`config.mk`:
```
export PLATFORM = sky130hd
export DESIGN_NAME = snake_head_mover
export DESIGN_NICKNAME = d
export VERILOG_FILES = /design/src/rtl/snake_head_mover.sv
export SDC_FILE = /design/constraint.sdc
export NUM_CORES = 1
export LEC_CHECK = 0
export CORE_ASPECT_RATIO = 0.7
export CORE_MARGIN = 10
export CORE_UTILIZATION = 41
export DETAILED_ROUTE_END_ITERATION = 8
export GPL_ROUTABILITY_DRIVEN = 0
export GPL_TIMING_DRIVEN = 0
export PLACE_DENSITY = 0.76
export SYNTH_ARGS = -nofsm -noshare
export SYNTH_HDL_FRONTEND = slang
export SYNTH_SLANG_ARGS = --single-unit
export TNS_END_PERCENT = 30
```
`constraint.sdc`:
```
create_clock -name clk -period 2.3 [get_ports clk]
set_clock_uncertainty 0.1 [all_clocks]
set_input_delay 0.46 -clock clk [delete_from_list [all_inputs] [get_ports clk]]
set_output_delay 0.46 -clock clk [all_outputs]
set_load 0.05 [all_outputs]
```
`src/rtl/snake_head_mover.sv`:
```
// snake_head_mover: IDLE/RUN/DEAD head-position engine for a tile-based snake game.
// Optional macro SNAKE_WALL_WRAP_EN: wrap at the grid edges instead of dying there.
`default_nettype none

module snake_head_mover #(
   parameter int STEP_CYCLES = 12500000,
   parameter int GRID_W      = 20,
   parameter int GRID_H      = 15,
   parameter int INIT_X      = 1,
   parameter int INIT_Y      = 1
) (
   input  logic        clk,
   input  logic        reset,
   input  logic        start,
   input  logic        dir_valid,
   input  logic [1:0]  dir_req,
   input  logic [4:0]  apple_x,
   input  logic [3:0]  apple_y,
   input  logic        body_hit,
   input  logic [31:0] pxl_x,
   input  logic [31:0] pxl_y,
   output logic [4:0]  head_x,
   output logic [3:0]  head_y,
   output logic        step,
   output logic        apple_eaten,
   output logic        draw_head,
   output logic        gameover,
   output logic        running
);

   localparam logic [1:0] S_IDLE = 2'd0;
   localparam logic [1:0] S_RUN  = 2'd1;
   localparam logic [1:0] S_DEAD = 2'd2;

   localparam logic [1:0] DIR_UP    = 2'd0;
   localparam logic [1:0] DIR_RIGHT = 2'd1;
   localparam logic [1:0] DIR_DOWN  = 2'd2;
   localparam logic [1:0] DIR_LEFT  = 2'd3;

   localparam int            CW       = $clog2(STEP_CYCLES);
   localparam logic [CW-1:0] CNT_LAST = CW'(STEP_CYCLES - 1);
   localparam logic [4:0]    X_MAX    = 5'(GRID_W - 1);
   localparam logic [3:0]    Y_MAX    = 4'(GRID_H - 1);
   localparam logic [4:0]    X_INIT   = 5'(INIT_X);
   localparam logic [3:0]    Y_INIT   = 4'(INIT_Y);

   logic [1:0]    state;
   logic [CW-1:0] cnt;
   logic [1:0]    cur_dir;
   logic [1:0]    pend_dir;
   logic [4:0]    next_x;
   logic [3:0]    next_y;
   logic          wall_kill;
   logic          dir_ok;
   logic          cnt_wrap;

   // Opposite directions differ only in the MSB of the 2-bit encoding.
   assign dir_ok   = dir_valid && (dir_req != (cur_dir ^ 2'b10));
   assign cnt_wrap = (cnt == CNT_LAST);
   assign running  = (state == S_RUN);
   assign gameover = (state == S_DEAD);

   // The move is taken from the pending direction, which becomes committed on the same edge.
   always_comb begin
      next_x    = head_x;
      next_y    = head_y;
      wall_kill = 1'b0;
      case (pend_dir)
         DIR_UP: begin
            if (head_y == 4'd0) begin
`ifdef SNAKE_WALL_WRAP_EN
               next_y = Y_MAX;
`else
               wall_kill = 1'b1;
`endif
            end else begin
               next_y = head_y - 4'd1;
            end
         end
         DIR_RIGHT: begin
            if (head_x == X_MAX) begin
`ifdef SNAKE_WALL_WRAP_EN
               next_x = 5'd0;
`else
               wall_kill = 1'b1;
`endif
            end else begin
               next_x = head_x + 5'd1;
            end
         end
         DIR_DOWN: begin
            if (head_y == Y_MAX) begin
`ifdef SNAKE_WALL_WRAP_EN
               next_y = 4'd0;
`else
               wall_kill = 1'b1;
`endif
            end else begin
               next_y = head_y + 4'd1;
            end
         end
         default: begin
            if (head_x == 5'd0) begin
`ifdef SNAKE_WALL_WRAP_EN
               next_x = X_MAX;
`else
               wall_kill = 1'b1;
`endif
            end else begin
               next_x = head_x - 5'd1;
            end
         end
      endcase
   end

   always_ff @(posedge clk) begin
      if (reset) begin
         state       <= S_IDLE;
         cnt         <= '0;
         head_x      <= X_INIT;
         head_y      <= Y_INIT;
         cur_dir     <= DIR_RIGHT;
         pend_dir    <= DIR_RIGHT;
         step        <= 1'b0;
         apple_eaten <= 1'b0;
         draw_head   <= 1'b0;
      end else begin
         step        <= 1'b0;
         apple_eaten <= 1'b0;
         draw_head   <= ((pxl_x >> 5) == {27'b0, head_x}) &&
                        ((pxl_y >> 5) == {28'b0, head_y});
         if (dir_ok) begin
            pend_dir <= dir_req;
         end
         case (state)
            S_IDLE: begin
               cnt <= '0;
               if (start) begin
                  state <= S_RUN;
               end
            end
            S_RUN: begin
               if (body_hit) begin
                  state <= S_DEAD;
                  cnt   <= '0;
               end else if (cnt_wrap) begin
                  cnt     <= '0;
                  cur_dir <= pend_dir;
                  if (wall_kill) begin
                     state <= S_DEAD;
                  end else begin
                     head_x      <= next_x;
                     head_y      <= next_y;
                     step        <= 1'b1;
                     apple_eaten <= (next_x == apple_x) && (next_y == apple_y);
                  end
               end else begin
                  cnt <= cnt + 1'b1;
               end
            end
            S_DEAD: begin
               cnt <= '0;
               if (start) begin
                  state    <= S_IDLE;
                  head_x   <= X_INIT;
                  head_y   <= Y_INIT;
                  cur_dir  <= DIR_RIGHT;
                  pend_dir <= DIR_RIGHT;
               end
            end
            default: begin
               state <= S_IDLE;
               cnt   <= '0;
            end
         endcase
      end
   end

endmodule

`default_nettype wire

```
Yosys cells after proc, flatten, opt, wreduce, memory -nomap -nowiden --
Index checks and enable logic that the tools add are counted.
Cells by class: eq/ne operators 19, reduce and logical (&&, ||, !) cells 15, mux-type cells 34, bitwise gates (word level) 3, $add $sub $neg 5
Operators with widths (count):
- 5-bit 2-to-1 mux | 6
- 27-bit by 4-bit equality test with 1-bit output | 1
- 27-bit by 5-bit equality test with 1-bit output | 1
- 24-bit by 1-bit adder with 24-bit output (second input constant) | 1
- 24-bit equality test (second input constant) | 1
- 4-bit 2-to-1 mux | 6
- 2-bit 2-to-1 mux | 10
- 5-bit case mux with 2 select lines | 2
- 4-bit case mux with 2 select lines | 2
- 2-bit != test (second input constant) | 4
- 4-bit AND reduction | 2
- 4-bit OR reduction | 2
- 3-bit by 2-bit != test with 1-bit output (second input constant) | 2
- 2-bit case mux with 3 select lines | 1
- 5-bit by 1-bit adder with 5-bit output (second input constant) | 1
- 5-bit equality test | 1
- 5-bit equality test (second input constant) | 1
- 5-bit zero test | 1
- 1-bit 2-to-1 mux | 5
- 5-bit AND reduction | 1
- 5-bit OR reduction | 1
- 5-bit by 1-bit subtractor with 5-bit output (second input constant) | 1
- 4-bit by 1-bit adder with 4-bit output (second input constant) | 1
- 2-bit by 1-bit equality test with 1-bit output (second input constant) | 2
- 14 further kinds | 20
Storage, ports and cells: logic and storage cells 85, flip-flop bits (word level) 42

Longest topological paths before layout --
Gate-level depths: netlist of the first run.
word-level depth 7, depth in mapped cells 10, depth with buffers taken out 8

Worst setup path after synthesis of the first run --
OpenSTA, ideal clock, no wires.
path type register to register, from register head_y[0], to register head_x[1], clock period less this slack 2.739 ns, path buffers 1, data arrival time 2.568 ns, path slack -0.439 ns, cell stages (with the launch flop) 10, path through dfxtp_1 clkbuf_2 inv_1 ha_1 nor4b_1 nor3_1 or2_4 a21boi_4 or4_1 a21oi_1
On the way: word-level cells in the longest chain between the ends 5
Ends and longest elaborated chain:
- from (decl) | RTL line 23 | output logic [3:0] head_y,
- from (signal assigned) | RTL line 153 | head_y <= next_y;
- 4-bit equality test or 4-bit zero test (tied branches) | RTL line 92, 70
- 1-bit 2-to-1 mux, on equally long branches | RTL line 92, 70
- 1-bit case mux with 3 select lines * | RTL line 68 | case (pend_dir)
- 2-bit != test (no line) *
- 5-bit AND reduction (no line) *
- to (signal assigned) | RTL line 152 | head_x <= next_x;
- to (decl) | RTL line 22 | output logic [4:0] head_x,
Every way passes the cells marked *; elsewhere a longest branch is shown, timed or not. A chain may end at the register's enable or synchronous reset.

Worst setup path in the final report of the first run --
from register head_y[2], to register apple_eaten
On the way: word-level cells in the longest chain between the ends 5
Ends and longest elaborated chain:
- 4-bit by 1-bit adder with 4-bit output (tied with other cells) | RTL line 99 | next_y = head_y + 4'd1;
- 4-bit 2-to-1 mux, on equally long branches | RTL line 92, 70
- 4-bit case mux with 2 select lines | RTL line 68
- 4-bit equality test | RTL line 155 | apple_eaten <= (next_x == apple_x) && (next_y == apple_y);
- 1-bit logical AND | RTL line 155
- to (signal assigned) | RTL line 155
- to (decl) | RTL line 25 | output logic apple_eaten,
Several ways; a longest one is shown, not always the timed one.

==> impl_results.md, run 1 <==
- Outcome: finished, final reports clean
- Core Area: ~6300 sq um
- TritonCTS Buffers: 5
- Max Slew Vio Count: 0
- Reg power frac: between 40 and 50%
- Root Driver: clkbuf_8
- Fmax: roughly 440 MHz
- Worst-Margin Slew: between 500 and 600 ps
- Cells after DPL: slightly above 500
- Final instance area: between 4000 and 5000 sq um
- Latest clock arrival within the worst-skew pair: 300 ps
- FF-to-FF End: apple_eaten
- Initial Utilization: between 40% and 50%
- Final min period: around 2300 ps
- Post-Synthesis Cells: about 340
- Non-filler cells, final: approximately 530
- Commonest non-fill, non-tap cell in the layout: clkdlybuf4s50_1
- Clk slew on worst S/H paths: 100 ps
- FF-to-FF setup slack: between 30 and 40 ps
- Hold Vio Cnt, Final: 0
- Slew HR: between 60% and 70%
- Finish-stage setup viols: 0
- Synthesized cell area: 2724 sq um
- Post-synth ARST share: 0%
- Fill cells: 524
- Syn nets: approximately 420
- Cell taking the most area after synthesis: dfxtp_1
- Reg2Reg Depth: 7
- NumNets Final: 528
- Cell Rows: 24
- Number of global-route vias before repair: roughly 2,700
- Kind of critical path: register to register
- Largest cells by area after synthesis: dfxtp_1 (31%), xnor2_1 (8.4%), nor2_1 (5.6%), xor2_1 (4.5%), nand2_1 (3.7%)
- Fin crit share: between 90% and 100%
- CTS Hold Bufs: 0
- Drt wl/cell: between 15 and 20 microns
- Synth Flop Type: dfxtp_1
- End point of the critical path: apple_eaten
- Synth top area share: about 30%
- Sw Share: between 20% and 30%
- Avg Cell Area, Syn: about 8.1 sq um
- First-pass GRT wire length: between 10,000 and 15,000 microns
- Fin util: ~64%
- WP data required: 2420 ps
- Crit start category: register
- Crit path cell chain: buf_4 > nand4_1 > or4b_2 > nand3_1 > or3_1 > nand4_1 > nor4_2
- Detail Placement HPWL: between 6000 and 7000 microns
- DR vias/cell: ~5.3
- Post-synth cell types: 63
- Critical-path top delay cell: or4b_2
- WL final: about 9000 microns
- H-tree Lvls: 2
- Clock sinks: 42
- CTS tree: done
- Crit end category: register
- Total iterations of the first detailed-routing run: 4
- GRT overflow: 0
- Port Buffer Count: 82
- Hold Worst Slack: roughly 340 ps
- Antenna-violating nets left: 0
- GR Util All Layers: about 16%
- Initial DRC Count: around 210
- Hold Crit Class: register to register
- CP bufs+invs: 1
- Critical Path Fanout Max: 10
- Worst EP arrival: ~2400 ps
- Area Overhead vs Synth: 49.56%
- Clock power frac: between 30% and 40%
- P_leak: between 1 and 1.5 nW
- R2r startpoint: head_y[2]
- Ports: 94
- Post-synth EDFFs: 0
- Warnings, synthesis: 0
- Crit path from: head_y[2]
- Die Wd: between 100 and 150 microns
- Unrepaired setup endpoints after global routing: yes
- Area after DPL: roughly 3700 sq um
- Seq/Total Area, Yosys: between 30% and 40%
- Die footprint: 10,360 sq um
- PD cells: 393.4 nW/um^2
- Initial antenna violation count: 0
- Logic depth of the worst path, buffers included: 7
- Share of layout cells above drive strength 1: 17.65%
- Int Pwr: about 1.2 mW
- Most frequent cells in the layout: clkdlybuf4s50_1 (80), nor2_1 (41), dfxtp_1 (37)
- CP peak stage delay: between 600 and 700 ps
- Largest net degree at the start of global routing: 14
- # DRC: 0
- Clock buffer depth: 2
- Crit path top cell by count: nand4_1
- Max-Cap Viols: 0
- P_sw: roughly 0.41 mW
- CP top delay family: simple AND/OR/NAND/NOR gates
- Combinational cell fraction of total power: between 10% and 20%
- Via count: 2,817
- Peak supply drop: approximately 0.00028 V
- Synthesis-stage register bit count: 42
- DIE HEIGHT: ~88 microns
- Antenna cell count: 0
## metal layers
| metal | track usage (%) | share of wire [%] |
|---|---|---|
| met3 | 3.599 | 6.2 |
| met2 | 26.88 | 48 |
| met1 | 20.20 | 44 |
| met4 | 4.417 | 1.3 |
| met5 | 0 | 0 |
## registers in the layout, indices dropped and copies added, names as in the netlist
name / count
cnt: 24
head_x: 5
head_y: 4
cur_dir: 2
pend_dir: 2
state: 2
apple_eaten: 1
draw_head: 1
step: 1
## power by group through the flow
| stage | Clock, mW | Combinational, mW | Sequential, mW |
|---|---|---|---|
| floorplan | 0 | 0.119 | 0.756 |
| global placement | 0 | 0.270 | 0.755 |
| detailed placement | 0 | 0.276 | 0.755 |
| CTS | 0.566 | 0.293 | 0.738 |
| global route | 0.594 | 0.326 | 0.740 |
| finish | 0.557 | 0.307 | 0.739 |
## cell families (layout without fill, tap and decap cells)
logic type / after synthesis / in the layout / synth area share, %
adders and majority gates: 7 / 7 / 3.215
buffers and inverters: 28 / 133 / 5.053
muxes: 4 / 4 / 1.516
xor gates and xnor gates: 40 / 40 / 12.86
DFF: 42 / 42 / 30.87
and+or+nand+nor: 169 / 169 / 34.82
AOI/OAI and AO/OA: 47 / 47 / 11.67
## cell usage after synthesis, drive strengths merged, types with 2 or more instances
cell    instances
or2             3
nor2           42
mux2i           3
nand2b          3
nand4          11
and3            5
a21boi          3
and2            3
nand2          27
xnor2          26
or3             5
nor3           11
a31oi           2
and4            4
o21ai           8
ha              7
clkbuf          9
nor2b           8
nand3          15
inv            11
nand4b          2
buf             8
nor4           12
nor4b           4
or4b            2
or4             6
o21a            3
dfxtp          42
xor2           14
a21oi          17
a211o           5
## worst min path at each step
stage / startpoint / endpoint / slack [ps] / depth (start not counted)
after floorplan: cnt[0] / cnt[0] / 330 / 1
final: cnt[0] / cnt[0] / 340 / 1
after detailed placement: cnt[0] / cnt[0] / 360 / 1
after global placement: cnt[0] / cnt[0] / 340 / 1
after CTS: cnt[0] / cnt[0] / 380 / 1
after global routing: cnt[0] / cnt[0] / 360 / 1
## metrics by stage
step	setup slack [ps]	total power [mW]	setup TNS (ps)
finish	33.09	1.603	0
floorplan	-17.72	0.8749	-50.70
detailed placement	-227.9	1.031	-1224
global placement	-251.5	1.025	-1163
global route	-134.4	1.660	-255.8
CTS	-0.4368	1.597	-0.4368
## worst reg2reg max path: cells and delay by family, from the launching register on
family	cells	cell delay, ps
buffers and inverters	1	220
flip-flops	1	460
AND/OR/NAND/NOR	6	1400
## layout make-up
| cell class | instances | area, sq um | share of cell area, % |
|---|---|---|---|
| Multi-Input combinational cell | 267 | 1892 | 46.44 |
| Timing Repair Buffer | 98 | 947.2 | 23.25 |
| Sequential cell | 42 | 854.6 | 20.98 |
| Tap cell | 91 | 113.9 | 2.795 |
| Buffer | 16 | 107.6 | 2.641 |
| Clock buffer | 7 | 97.59 | 2.396 |
| Inverter | 11 | 53.80 | 1.321 |
| Clock inverter | 1 | 7.507 | 0.1843 |
## timing repair
action	in CTS	in global routing
setup buffers	7	9
pin swaps	5	7
gates resized for setup	26	17
endpoints found under the hold margin	0	0
endpoints found under the setup margin	14	20
(Power assumes the default switching activity.)
==> run 2: changes to the inputs <==
Settings changed: CORE_UTILIZATION 41 to 49, PLACE_DENSITY 0.76 to 0.86.
Clock period 2.3 ns to 2.8 ns, I/O delays scaled along.
==> run 2 against run 1 <==
  * Critical path depth increased by 3
  * Power decreased by 18%
  * Core utilization increased by 6.5 points
  * Cell count decreased by 6.4%
  * Highest routed layer unchanged
  * Sequential share of layout area increased by 1.4 points
==> impl_results.md, run 2 (synthesis gave the netlist of run 1 again) <==
- H-tree Lvls: 2
- DR vias/cell: 5.689
- Sum Neg Setup Slack: 0 ps
- P_leak: ~1.3 nW
- GRT met3 Usage: roughly 3.6%
- Clock buffer depth: 2
- Latest clock arrival within the worst-skew pair: 300 ps
- Most used routing layer: met2
- Area Overhead vs Synth: 38.13%
- Drt wl/cell: 17.30 microns
- NumNets Final: 513
- Fmax: between 300 and 400 MHz
- Commonest non-fill, non-tap cell in the layout: clkdlybuf4s50_1
- WL final: ~8600 microns
- Crit path from: head_x[0]
- Clock sinks: 42
- Port Buffer Count: a little over 80
- Hold Vio Cnt, Final: 0
- Largest net degree at the start of global routing: 14
- Regs by FF count: cnt (24), head_x (5), head_y (4)
- Fill cells: about 400
- Most frequent cells in the layout: clkdlybuf4s50_1 (82), dfxtp_1 (42), nor2_1 (41)
- Clk slew on worst S/H paths: around 80 ps
- DIE HEIGHT: between 80 and 90 microns
- CTS tree: done
- GRT overflow: 0
- Detail Placement HPWL: 6931 microns
- Outcome: finished, final reports clean
- Die Wd: approximately 110 microns
- Initial DRC Count: 268
- Crit end category: register
- Ports: 94
- First-pass GRT wire length: approximately 13,000 microns
- # DRC: 0
- Grt met2 use: between 20 and 30%
- Antenna-violating nets left: 0
- Kind of critical path: register to register
- WP data required: slightly below 3000 ps
- Hold-critical path depth: 1
- Critical Path Fanout Max: 10
- Finish-stage setup viols: 0
- Max FFs per register: 24
- Hold Crit Class: register to register
- Reg2Reg Depth: 10
- Initial antenna violation count: 0
- Worst-Margin Slew: between 600 and 700 ps
- Root Driver: clkbuf_8
- Number of global-route vias before repair: 2,685
- Cell Rows: 22
- Total iterations of the first detailed-routing run: 5
- CTS Hold Bufs: 0
- Initial Utilization: approximately half
- R2r startpoint: head_x[0]
- TritonCTS Buffers: 5
- Final min period: between 2000 and 3000 ps
- Core Area: approximately 5300 sq um
- Post-CTS Resized: 0
- GR Util All Layers: about 18%
- M1 GR Usage: around 25%
- Peak supply drop: between 0.0003 and 0.0004 V
- Share of layout cells above drive strength 1: between 8 and 9%
- Reg with most FFs: cnt
- Fin util: 70.82%
- Post-CTS Repair Setup Buffers: 0
- Via count: 2,839
- Max Slew Vio Count: 0
- PD cells: 349.6 nW/um^2
- Worst EP arrival: between 2000 and 3000 ps
- Antenna cell count: 0
- Fin crit share: 95.20%
- Die footprint: around 9000 sq um
- Worst hold path startpoint: cnt[0]
- Cells after DPL: ~490
- Non-filler cells, final: 499
- Slew HR: 58.78%
- Power Total: 1.315 mW
- Max-Cap Viols: 0
- Crit start category: register
==> run 2: cell count changes in the layout (fill, tap and decap cells not counted), moves of 3 or more <==
| cell | change |
|---|---|
| ha_4 | -3 |
| clkbuf_1 | +3 |
| buf_4 | -15 |
| nor4b_2 | +3 |
| nor4b_4 | -3 |
| clkbuf_2 | -3 |
| dfxtp_1 | +5 |
| ha_1 | +5 |
| inv_1 | +4 |
| dfxtp_4 | -3 |
==> run 2: routing by layer <==
metal  share of wire [%]  wire, microns  up-vias
met2                  44           3806      147
met5                   0              0        -
met3                 8.4            726       21
met4                 1.8            158        0
li1                    -              -     1368
met1                  46           3941     1303
==> run 2: area by class of cell <==
| class | count | area (sq um) | share of cell area [%] |
|---|---|---|---|
| clock buffer | 5 | 68.82 | 1.829 |
| sequential | 42 | 840.8 | 22.35 |
| inverter | 11 | 41.29 | 1.097 |
| timing repair buffer | 82 | 820.8 | 21.82 |
| clock inverter | 3 | 40.04 | 1.064 |
| tap | 72 | 90.09 | 2.394 |
| buffer | 17 | 97.59 | 2.594 |
| multi-input combinational | 267 | 1763 | 46.86 |
==> run 2: path summary, 6_finish.rpt <==
check              endpoint  slack (ps)
setup reg to reg  head_y[2]         130
hold / removal       cnt[0]         370
setup / recovery  head_y[2]         130
hold reg to reg      cnt[0]         370
==> run 2: worst max-delay path: stages, from the launching register on <==
cell and delay (ps):
dfxtp_1 370, clkbuf_2 240, inv_1 100, ha_1 230
nor4b_2 170, o2bb2ai_1 330, or2_4 220, a21boi_4 80
buf_6 170, or3_1 360, a21oi_1 220
==> run 2: metrics by stage <==
| stage | setup WS (ps) | instance area, sq um | hold slack, ps |
|---|---|---|---|
| final | 134.5 | 3762 | 368.1 |
| after global routing | -23.06 | 3762 | 405.7 |
| after CTS | 91.61 | 3744 | 372.3 |
| after detailed placement | 118.2 | 3635 | 353.1 |
| after global placement | 166.5 | 3635 | 342.5 |
| after floorplan | 61.09 | 2724 | 329.9 |
==> run 2: report_power, final <==
group	internal, mW	switching (mW)	total (mW)
clock network	0.263	0.216	0.478
logic	0.133	0.0960	0.229
registers	0.602	0.00588	0.608
total	0.998	0.318	1.32
==> run 3: changes to the inputs <==
Settings changed: CTS_CLUSTER_SIZE set to 10, PLACE_DENSITY 0.86 to 0.95.
==> run 3 against run 2 <==
  * Via count increased by 0.99%
  * Clock power increased by 5.2%
  * Combinational power increased by 2%
  * Flip-flop and latch count unchanged
  * Non-clock buffer count unchanged
  * Sequential power about the same
  * Sequential share of layout area decreased by 0.070 points
  * Register-to-register slack got worse by 30 ps
  * Global-route usage increased by 0.35 points
  * Worst hold slack got worse by 3.6 ps
  * Worst setup slack got worse by 34 ps
  * Power increased by 2.3%
  * Critical path type unchanged
  * Critical endpoint is now head_y[3]
  * Largest power group unchanged
==> impl_results.md, run 3 (synthesis gave the netlist of run 1 again) <==
- Fin crit share: ~96%
- CTS Hold Bufs: 0
- Via count: 2,867
- Area Overhead vs Synth: 38.77%
- Drt wl/cell: 17.58 microns
- R2r startpoint: head_y[0]
- Initial Utilization: between 50% and 60%
- # DRC: 0
- Clock buffer depth: 2
- Crit end category: register
- Post-CTS Repair Setup Buffers: 0
- DIE HEIGHT: about 82 microns
- Number of global-route vias before repair: around 2,700
- Crit start category: register
- Cells after DPL: 491
- Cell Rows: 22
- Max Slew Vio Count: 0
- Hold Crit Class: register to register
- Max FFs per register: 24
- FF-to-FF setup slack: just over 100 ps
- Share of layout cells above drive strength 1: 9.155%
- Power Total: about 1.3 mW
- CTS tree: done
- Clock sinks: 42
- Non-filler cells, final: 498
- Hold EP: cnt[0]
- PD cells: 355.8 nW/um^2
- NumNets Final: roughly 510
- WL final: just under 9000 microns
- Unrepaired setup endpoints after global routing: no
- Root Driver: clkbuf_8
- Detail Placement HPWL: 6810 microns
- Finish-stage setup viols: 0
- Antenna cell count: 0
- Worst EP arrival: 2810 ps
- Hold Worst Slack: 364.5 ps
- Peak supply drop: 0.0002660 V
- Latest clock arrival within the worst-skew pair: 300 ps
- WP data required: 2910 ps
- FF-to-FF End: head_y[3]
- CP peak stage delay: ~540 ps
- Worst-Margin Slew: between 500 and 600 ps
- Initial antenna violation count: 0
- TritonCTS Buffers: 5
- H-tree Lvls: 2
- Worst hold path startpoint: cnt[0]
- Largest net degree at the start of global routing: 13
- Reg power frac: between 40% and 50%
- Critical-path top delay cell: or4_1
- Hold-critical path depth: 1
- Die footprint: 8989 sq um
- Max-Cap Viols: 0
- Initial DRC Count: 224
- P_leak: approximately 1.3 nW
- Outcome: finished, final reports clean
- Regs by FF count: cnt (24), head_x (5), head_y (4)
- Combinational cell fraction of total power: between 15 and 20%
- Sw Share: approximately 24%
- DR vias/cell: around 5.8
- P_sw: about 0.32 mW
- GRT overflow: 0
- Slew HR: 64.06%
- Reg2Reg Depth: 9
- Port Buffer Count: ~80
- Clock power frac: between 30% and 40%
- Critical Path Fanout Max: 6
- Commonest non-fill, non-tap cell in the layout: clkdlybuf4s50_1
- Ports: 94
- Fmax: 370.5 MHz
- Clk slew on worst S/H paths: around 80 ps
- GR Util All Layers: between 10% and 20%
- Crit path cell chain: clkbuf_2 > inv_1 > ha_1 > and4_1 > nor3_4 > or2_4 > a21boi_4 > or4_1 > a21oi_1
- Most frequent cells in the layout: clkdlybuf4s50_1 (82), nor2_1 (41), dfxtp_1 (41)
- Final min period: approximately 2700 ps
- Total iterations of the first detailed-routing run: 6
- Antenna-violating nets left: 0
- Kind of critical path: register to register
- Hold Vio Cnt, Final: 0
- Core Area: about 5300 sq um
- Sum Neg Setup Slack: 0 ps
- First-pass GRT wire length: between 10,000 and 15,000 microns
- Die Wd: roughly 110 microns
- Int Pwr: between 1 and 1.5 mW
- Reg with most FFs: cnt
## run 3: per-layer routing
| metal | vias up | global-route usage, % | part of all wire [%] |
|---|---|---|---|
| met1 | 1332 | 23.14 | 40 |
| met2 | 149 | 31.36 | 49 |
| li1 | 1368 | - | - |
| met4 | 0 | 7.349 | 1.6 |
| met5 | - | 0 | 0 |
| met3 | 18 | 4.022 | 9.9 |
## run 3: worst max path at each step
stage | start | to | slack (ps) | cells past startpoint
global route | head_y[0] | head_y[3] | 20 | 9
floorplan | head_y[0] | head_x[1] | 60 | 9
finish | head_y[0] | head_y[3] | 100 | 9
CTS | head_y[0] | head_y[0] | 80 | 10
global placement | head_x[0] | head_y[3] | 70 | 9
detailed placement | head_x[0] | head_y[3] | 40 | 9
## run 3: power by group through the flow
stage / registers, mW / logic (mW) / clock network [mW]
final: 0.609 / 0.233 / 0.503
after global routing: 0.610 / 0.247 / 0.525
after CTS: 0.608 / 0.228 / 0.501
after global placement: 0.622 / 0.218 / 0
after floorplan: 0.623 / 0.0953 / 0
after detailed placement: 0.622 / 0.225 / 0
## run 3: worst max-delay path, delay by kind of cell, from the launching register on
kind / cells / cell delay [ps]
compound gates: 2 / 320
buf+inv: 2 / 310
flops: 1 / 380
simple gates: 4 / 1240
fa+ha+maj: 1 / 250
## run 3: stage by stage
step | instance area [sq um] | utilization (%) | setup slack (ps)
5_1_grt | 3780 | 71.15 | 20.79
3_5_place_dp | 3635 | 68.42 | 37.67
6_report | 3780 | 71.15 | 100.7
3_3_place_gp | 3635 | 68.42 | 69.24
4_1_cts | 3754 | 70.65 | 84.99
2_1_floorplan | 2724 | - | 61.09
## run 3: repair_timing
| action | in CTS | in global routing |
|---|---|---|
| setup endpoints to repair | 1 | 8 |
| resized for setup | 2 | 5 |
| pin swaps | 0 | 1 |
## run 3: layout make-up
type / count / area, sq um
Buffer: 17 / 97.59
Tap cell: 72 / 90.09
Sequential cell: 42 / 842.1
Fill cell: 376 / 1533
Multi-Input combinational cell: 267 / 1775
Clock inverter: 1 / 30.03
Inverter: 11 / 41.29
Clock buffer: 6 / 82.58
Timing Repair Buffer: 82 / 820.8
==> patch, RTL diff (flow settings as in run 1) <==
Change the parameter `STEP_CYCLES` from 12500000 to 3125000.
--- a/src/rtl/snake_head_mover.sv
+++ b/src/rtl/snake_head_mover.sv
@@ -4,5 +4,5 @@
 
 module snake_head_mover #(
-   parameter int STEP_CYCLES = 12500000,
+   parameter int STEP_CYCLES = 3125000,
    parameter int GRID_W      = 20,
    parameter int GRID_H      = 15,
Formal check against the unedited RTL: same outputs for any inputs over 10 cycles, from zero or initial values and one cycle with reset high; that may be too few to reach the edited logic, so the function may still have changed.
==> patch against run 1 <==
The run now ends with setup timing left; total power shrank 5.0%; hold slack gained 0.041 ns; routed wire length shrank 1.5%; sequential cell count shrank 2; maximum frequency shrank 5.4%; cell area shrank 4.3%; worst setup slack lost 0.13 ns; synthesized cell count shrank 1.8%; die area shrank 1.5%; area after synthesis shrank 1.9%; largest cell class unchanged.
==> patch: results (changes against run 1) <==
| Metric | Value |
|---|---|
| Reg2reg path depth | `10 (+3)` |
| Post-synthesis xor/xnor area fraction | `13.4% (+0.57 points)` |
| Setup ws final | `-0.0958 ns (-0.129 ns)` |
| Switch Pwr | `394 uW (-4.6%)` |
| Final setup violation count | `10 (+10)` |
| Mux contribution to synthesized area | `2.86% (+1.3 points)` |
| Failing checks | `setup timing` |
| WP data arrival | `2.54 ns (+0.15 ns)` |
| Initial DRC count | `250 (+18%)` |
| # fillers | `538 (+2.7%)` |
| CP Max Fanout | `6 (-4)` |
| Hold Crit Class | `flop to flop` |
| Largest cells by area after synthesis | `dfxtp_1 (30%), xor2_1 (6.9%), nor2_1 (6.6%), xnor2_1 (6.6%), nand2_1 (3.8%)` |
| Number of global-route vias before repair | `2675 (+0.38%)` |
| Synth top cells by count | `nor2_1 (47), dfxtp_1 (40), nand2_1 (27)` |
| Worst-skew pair later-pin latency | `0.30 ns (about the same)` |
| Leading area contributor after synthesis | `dfxtp_1` |
| Avg Inst Size Synth | `8.07 um2 (-0.10%)` |
| CTS Buffer Depth | `2 (unchanged)` |
| Final setup TNS | `-0.381 ns (-0.381 ns)` |
| Antenna diodes | `0 (unchanged)` |
| Post-Synth Adder-Cell Area | `3.28% (+0.062 points)` |
| Yosys cell types | `62 (-1.6%)` |
| Ratio of cells with drive above 1 in the final layout | `14.0% (-3.7 points)` |
| Global-route wire length before repair | `13.9 mm (+0.40%)` |
| Leak | `0.00130 uW (-6.8%)` |
| Port Buf Inserts | `82 (unchanged)` |
| Worst Max-Slew Pin Slew | `0.609 ns (+0.0417 ns)` |
| DR pass1 iterations | `5 (+1)` |
| Hold Path Stages | `1 (unchanged)` |
| Sequential area share after synthesis | `30.0% (-0.91 points)` |
| Post-synthesis compound-gate area fraction | `14.9% (+3.2 points)` |
| Placed Cells | `491 (-3.7%)` |
| Antenna violations before repair | `0 (unchanged)` |
| GRT Total Usage | `16.5% (+0.57 points)` |
| Routed vias | `2829 (+0.43%)` |
| DR WL/cell | `17.4 um (+3.6%)` |
| CTS Buf Count | `5 (unchanged)` |
| Non-Filler Instances | `507 (-4.9%)` |
| Biggest regs | `cnt (22), head_x (5), head_y (4)` |
| Post-Syn Nets | `418 (-1.4%)` |
| Final nets | `515 (-2.5%)` |
| Status | `finished, violations left` |
| Htree depth | `2 (unchanged)` |
| Max IR drop VDD | `0.000342 V (+22%)` |
| Post-DP HPWL | `6.75 mm (+0.80%)` |
[patch: kinds of logic after synthesis]
group,after synthesis
mux,7
xor+xnor,41
buf+inv,29
compound gates,54
fa+ha+maj,7
flops,40
simple gates,153
[patch: cell type report]
cell class	instances	area, um2	share of cell area [%]
plain buffers	16	93.8	2.41
clock buffers	6	93.8	2.41
clock inverters	2	12.5	0.321
inverters	11	51.3	1.32
multi-input cells	262	1840	47.1
flip-flops and latches	40	816	20.9
well taps	78	97.6	2.50
repair buffers	92	897	23.0
[patch: routing by layer]
| layer | vias to the layer above | GRT usage (%) | wire (um) |
|---|---|---|---|
| li1 | 1379 | - | - |
| met1 | 1324 | 23.2 | 4010 |
| met2 | 113 | 25.4 | 4000 |
| met3 | 13 | 3.14 | 720 |
| met4 | 0 | 3.96 | 98 |
| met5 | - | 0 | 0 |
[patch: repair_timing]
| action | in CTS | in global routing |
|---|---|---|
| hold buffers | 0 | 0 |
| resized for setup | 8 | 16 |
| setup endpoints to repair | 11 | 33 |
| buffers inserted | 6 | 4 |
| pin swaps | 5 | 6 |
[patch: critical path: stages, from the launching register on]
cell and delay (ns):
dfxtp_4 0.36, buf_8 0.12, inv_4 0.05, ha_4 0.12
or4b_4 0.47, o211a_4 0.25, buf_4 0.15, o211ai_4 0.30
nand2_1 0.11, a21oi_1 0.16, and2_1 0.14
[patch: power by group through the flow]
stage	logic [uW]	registers [uW]	clock network, uW
after global routing	287	700	587
after floorplan	104	717	0
after global placement	253	718	0
after detailed placement	257	718	0
after CTS	260	702	558
final	270	699	553
[patch: through the flow]
stage / cell area [um2] / power (uW) / setup slack [ns]
after floorplan: 2710 / 821 / -0.0106
after global placement: 3630 / 971 / -0.204
after detailed placement: 3630 / 975 / -0.228
after CTS: 3800 / 1520 / -0.0550
after global routing: 3900 / 1570 / -0.154
final: 3900 / 1520 / -0.0958
[patch: final timing paths]
check	from	endpoint	slack [ns]
worst max register to register	head_x[1]	head_y[1]	-0.1
worst min-delay path	cnt[0]	cnt[0]	0.38
worst max-delay path	head_x[1]	head_y[1]	-0.1
worst min register to register	cnt[0]	cnt[0]	0.38
